[src/rtl/uart_tx_string_seq.sv]
// Sends a latched, right-aligned ASCII string one byte at a time to a UART frame
// transmitter over a tx_start/tx_done handshake, with optional CR/LF suffix and abort.
module uart_tx_string_seq #(
  parameter int MAX_CHARS   = 32,
  parameter int LEN_W       = 6,
  parameter int APPEND_CRLF = 0
) (
  input  logic                   clk,
  input  logic                   reset_n,
  input  logic                   start,
  input  logic                   abort,
  input  logic [MAX_CHARS*8-1:0] string_data,
  input  logic [LEN_W-1:0]       string_len,
  input  logic                   tx_done,
  output logic [7:0]             char,
  output logic                   tx_start,
  output logic                   busy,
  output logic                   done,
  output logic                   aborted,
  output logic [LEN_W-1:0]       sent_count
);

  typedef enum logic [1:0] {IDLE, ISSUE, WAIT, FINISH} state_t;

  localparam logic [LEN_W-1:0] MAX_LEN = LEN_W'(MAX_CHARS);
  localparam logic [LEN_W-1:0] CRLF_N  = LEN_W'(APPEND_CRLF * 2);

  state_t                 state, state_nx;
  logic [MAX_CHARS*8-1:0] buffer;
  logic [LEN_W-1:0]       len, len_nx;
  logic [LEN_W-1:0]       idx, idx_nx, idx_inc;
  logic [LEN_W-1:0]       clamp_len, total;
  logic [LEN_W-1:0]       sent_count_nx;
  logic [7:0]             char_nx;
  logic                   abort_pending, abort_pending_nx;
  logic                   capture;

  // Byte i of the outgoing stream: string bytes from the top index down, then CR, LF.
  function automatic logic [7:0] char_at(input logic [MAX_CHARS*8-1:0] text,
                                         input logic [LEN_W-1:0] n,
                                         input logic [LEN_W-1:0] i);
    logic [7:0] c;
    int         pos;
    pos = (int'(n) - 1 - int'(i)) * 8;
    if (i < n) begin
      c = text[pos +: 8];
    end else if (i == n) begin
      c = 8'h0D;
    end else begin
      c = 8'h0A;
    end
    return c;
  endfunction

  assign clamp_len = (string_len > MAX_LEN) ? MAX_LEN : string_len;
  assign total     = len + CRLF_N;
  assign idx_inc   = idx + 1'b1;

  always_comb begin
    state_nx         = state;
    len_nx           = len;
    idx_nx           = idx;
    abort_pending_nx = abort_pending;
    char_nx          = char;
    sent_count_nx    = sent_count;
    capture          = 1'b0;
    case (state)
      IDLE: begin
        if (start) begin
          capture          = 1'b1;
          len_nx           = clamp_len;
          idx_nx           = '0;
          sent_count_nx    = '0;
          abort_pending_nx = 1'b0;
          if (clamp_len == '0 && APPEND_CRLF == 0) begin
            state_nx = FINISH;
          end else begin
            state_nx = ISSUE;
            char_nx  = char_at(string_data, clamp_len, '0);
          end
        end
      end
      ISSUE: begin
        state_nx = WAIT;
        if (abort) abort_pending_nx = 1'b1;
      end
      WAIT: begin
        if (tx_done) begin
          sent_count_nx = sent_count + 1'b1;
          idx_nx        = idx_inc;
          // A same-cycle abort still lets the finished byte count before stopping.
          if (abort_pending || abort || idx_inc == total) begin
            state_nx         = FINISH;
            abort_pending_nx = abort_pending | abort;
          end else begin
            state_nx = ISSUE;
            char_nx  = char_at(buffer, len, idx_inc);
          end
        end else if (abort) begin
          abort_pending_nx = 1'b1;
        end
      end
      FINISH: begin
        state_nx         = IDLE;
        abort_pending_nx = 1'b0;
      end
      default: state_nx = IDLE;
    endcase
  end

  always_ff @(posedge clk or negedge reset_n) begin
    if (!reset_n) begin
      state         <= IDLE;
      len           <= '0;
      idx           <= '0;
      abort_pending <= 1'b0;
      char          <= '0;
      tx_start      <= 1'b0;
      busy          <= 1'b0;
      done          <= 1'b0;
      aborted       <= 1'b0;
      sent_count    <= '0;
    end else begin
      state         <= state_nx;
      len           <= len_nx;
      idx           <= idx_nx;
      abort_pending <= abort_pending_nx;
      char          <= char_nx;
      tx_start      <= (state_nx == ISSUE);
      busy          <= (state_nx != IDLE);
      done          <= (state == FINISH) && !abort_pending;
      aborted       <= (state == FINISH) && abort_pending;
      sent_count    <= sent_count_nx;
    end
  end

  // Buffer contents are irrelevant until captured, so it carries no reset.
  always_ff @(posedge clk) begin
    if (capture) buffer <= string_data;
  end

endmodule

[config.mk]
export PLATFORM = sky130hd
export DESIGN_NAME = uart_tx_string_seq
export DESIGN_NICKNAME = d
export VERILOG_FILES = /design/src/rtl/uart_tx_string_seq.sv
export SDC_FILE = /design/constraint.sdc
export NUM_CORES = 1
export LEC_CHECK = 0
export BUFFER_PORTS_ARGS = -buffer_cell sky130_fd_sc_hd__buf_2
export CELL_PAD_IN_SITES_DETAIL_PLACEMENT = 0
export CELL_PAD_IN_SITES_GLOBAL_PLACEMENT = 1
export CORE_MARGIN = 1.5
export CORE_UTILIZATION = 41
export CTS_BUF_LIST = sky130_fd_sc_hd__clkbuf_8 sky130_fd_sc_hd__clkbuf_16
export CTS_CLUSTER_DIAMETER = 60
export CTS_CLUSTER_SIZE = 25
export DETAILED_ROUTE_END_ITERATION = 10
export PLACE_DENSITY = 0.73
export SLEW_MARGIN = 20
export SYNTH_ARGS = -nofsm -noshare
export SYNTH_HDL_FRONTEND = slang
export SYNTH_SLANG_ARGS = --single-unit
[constraint.sdc]
create_clock -name clk -period 7 [get_ports clk]
set_clock_uncertainty 0.15 [all_clocks]
set_input_delay 0.7 -clock clk [delete_from_list [all_inputs] [get_ports clk]]
set_output_delay 0.7 -clock clk [all_outputs]
set_load 0.03 [all_outputs]
==> flow_summary.json <==
{
  "peakVddDrop_uv": 692,
  "syn_inst": 890,
  "path_cells": "buf_2, nor2b_4, inv_1, ha_1, xnor2_4, buf_4, mux4_2, mux2i_1, o21ai_1, nand3_1, nand4_1, and3_1",
  "dp_hpwl_um": 28800,
  "combPwrFrac_pct": 52.6,
  "p_leak_uw": 0.00642,
  "period_minus_slack_ns": 4.80,
  "fp.dieH_um": 189,
  "r2r_cells": 8,
  "r2r_end": "char[7]",
  "root_buffer": "clkbuf_16",
  "r2r_slack_ns": 2.90,
  "syn_nets": 1178,
  "gp_congestion": 0.821,
  "synthToLayoutAreaGrowth_pct": 20.2,
  "clkTransAtPathRegs_ns": 0.09,
  "clkLatencyLatePin_ns": 0.57,
  "synth-adder-area-share_pct": 1.92,
  "status": "finished clean",
  "synthDistinctLibCells": 61,
  "worstReg2RegStart": "len[0]",
  "timing.slew.headroom_pct": 23.7,
  "ant_nets": 0,
  "die_w_um": 189,
  "initial_utilization_pct": 41.9,
  "port_buffers": 284,
  "ys_ff_latch": 289,
  "synth_seq_area_share_pct": 60.3,
  "synth-compound-area-share_pct": 5.13,
  "setup.worst_path.class": "input port to flip-flop",
  "setup.worst_path.end_class": "flip-flop",
  "fmax_mhz": 208,
  "synthFlopType": "edfxtp_1",
  "synth_edf_count": 256,
  "seqPwrFrac_pct": 28.9,
  "final_common_cell": "buf_2",
  "cts_setup_buffers": 0,
  "dr.pass1.iters": 5,
  "initialDrtViolationCount": 736,
  "hold_ws_ns": 0.123,
  "cts_htree_levels": 1,
  "syn_area_per_cell_um2": 15.9,
  "netlist_area_um2": 14100,
  "grt_pass1_vias": 9717,
  "worstMarginPinSlew_ns": 1.14,
  "vias": 9342,
  "p_int_uw": 5060,
  "grtUsageTotal_pct": 22.3,
  "pwr-share-clk_pct": 18.5,
  "cp_slowest_cell": "inv_1",
  "path_buf_inv": 3,
  "postSynth.asyncResetShare_pct": 11.4,
  "io-pin-count": 285,
  "path_delay_family": "buffers and inverters",
  "layout.nets": 1456,
  "cp-start-kind": "input port",
  "drv_cap": 0,
  "muxShareOfSynthArea_pct": 21.8,
  "cts-resized-gates": 0,
  "critPathMaxStageDelay_ns": 0.66,
  "rows": 67,
  "via_per_inst": 5.69,
  "drive_above_1_share_pct": 41.1,
  "hold_class": "input port to async pin",
  "fin_setup_tns_ns": 0,
  "cts_sinks": 289,
  "cts_buffers": 26,
  "critPathLaunch": "string_len[0]",
  "die_area_um2": 35500,
  "swShare_pct": 39.5,
  "n_fill_cell": 2933,
  "worstPathRequired_ns": 7.32,
  "routed_wl_um": 39800,
  "rsz0062_at_grt": "false",
  "synthXorXnorAreaFrac_pct": 1.22,
  "antenna_found_initial": 11,
  "setup_viol": 0,
  "switchingPower_uw": 3300,
  "grt_max_degree": 123,
  "yosys_warnings": 0,
  "drc": 0,
  "grt-ovfl-total": 0,
  "wl_per_cell_um": 24.2,
  "crit_path_max_fanout": 24,
  "synth_simple_gate_area_share_pct": 7.20,
  "fp.coreArea_um2": 33700,
  "clk_path_buf_depth": 3,
  "arrival_ns": 5.12,
  "power_density_nw_per_um2": 493,
  "synth_top_family_by_area": "multiplexers",
  "period_share_pct": 68.6,
  "cts_tree": "done",
  "final_cell_mix": "buf_2, edfxtp_1, mux4_2",
  "grt_pass1_wl_um": 58900,
  "hold_viol_final": 0,
  "slew_violations": 0,
  "cts_hold_buf": 0
}
metal layers:
metal  global-route usage (%)  routed length, um  vias to the layer above
li1                         -                  -                     4149
met1                     30.0              16300                     4753
met2                     37.3              19800                      359
met3                     3.04               2380                       73
met4                     8.06               1190                        8
met5                        0                 42                        -
power groups by stage:
| stage | clock network [uW] | logic (uW) | registers [uW] |
|---|---|---|---|
| finish | 1540 | 4400 | 2410 |
| global route | 1630 | 4730 | 2450 |
| CTS | 1570 | 4460 | 2420 |
| detailed placement | 0 | 4450 | 2460 |
| global placement | 0 | 4440 | 2440 |
| floorplan | 0 | 3070 | 2550 |
how the worst max path moves through the flow:
| stage | slack, ns | depth (start not counted) | end |
|---|---|---|---|
| 2_1_floorplan | 0.33 | 5 | len[3] |
| 3_3_place_gp | 1.66 | 12 | char[3] |
| 3_5_place_dp | 1.50 | 12 | char[3] |
| 4_1_cts | 2.13 | 12 | char[3] |
| 5_1_grt | 1.83 | 12 | char[3] |
| 6_report | 2.20 | 12 | char[3] |
synthesized netlist by cell type, types with 12 or more instances:
cell type | instances | area [um^2]
nor2_1 | 28 | 105
nand2_1 | 94 | 353
mux2_2 | 20 | 225
ha_1 | 20 | 250
edfxtp_1 | 256 | 7690
mux2i_1 | 35 | 350
clkbuf_1 | 12 | 45.0
mux4_2 | 111 | 2500
a21oi_1 | 21 | 105
nand3_1 | 43 | 215
o21ai_0 | 22 | 110
dfrtp_1 | 33 | 826
inv_1 | 23 | 86.3
buf_2 | 26 | 130
per-stage QoR:
stage / area, um^2 / setup WS (ns) / cells / utilization [%] / total power (uW)
3_3_place_gp: 16000 / 1.66 / 1587 / 47.4 / 6880
4_1_cts: 16900 / 2.13 / 1636 / 50.3 / 8450
2_1_floorplan: 14100 / 0.332 / 890 / - / 5630
5_1_grt: 17000 / 1.83 / 1643 / 50.3 / 8800
6_report: 17000 / 2.20 / 1643 / 50.3 / 8360
3_5_place_dp: 16000 / 1.50 / 1588 / 47.5 / 6910
registers in the layout, indices dropped and copies added (netlist names), 2 cells and up:
name,count
char,8
idx,6
state,2
len,6
buffer,256
sent_count,6
final cells by class:
type                            instances  area [um^2]  share of cell area, %
Tap cell                              448          561                   3.31
Inverter                               23         93.8                  0.554
Clock inverter                         21          272                   1.60
Clock buffer                           27          664                   3.92
Antenna cell                            7         17.5                  0.103
Sequential cell                       289         8510                   50.2
Multi-Input combinational cell        531         5310                   31.3
Timing Repair Buffer                  297         1520                   8.98
kinds of logic after synthesis:
kind of cell    count (synthesis)
fa+ha+maj                      21
xor+xnor                       18
buf+inv                        70
compound gates                109
simple gates                  217
mux                           166
flops                         289
Power figures use the tool's default switching activity.
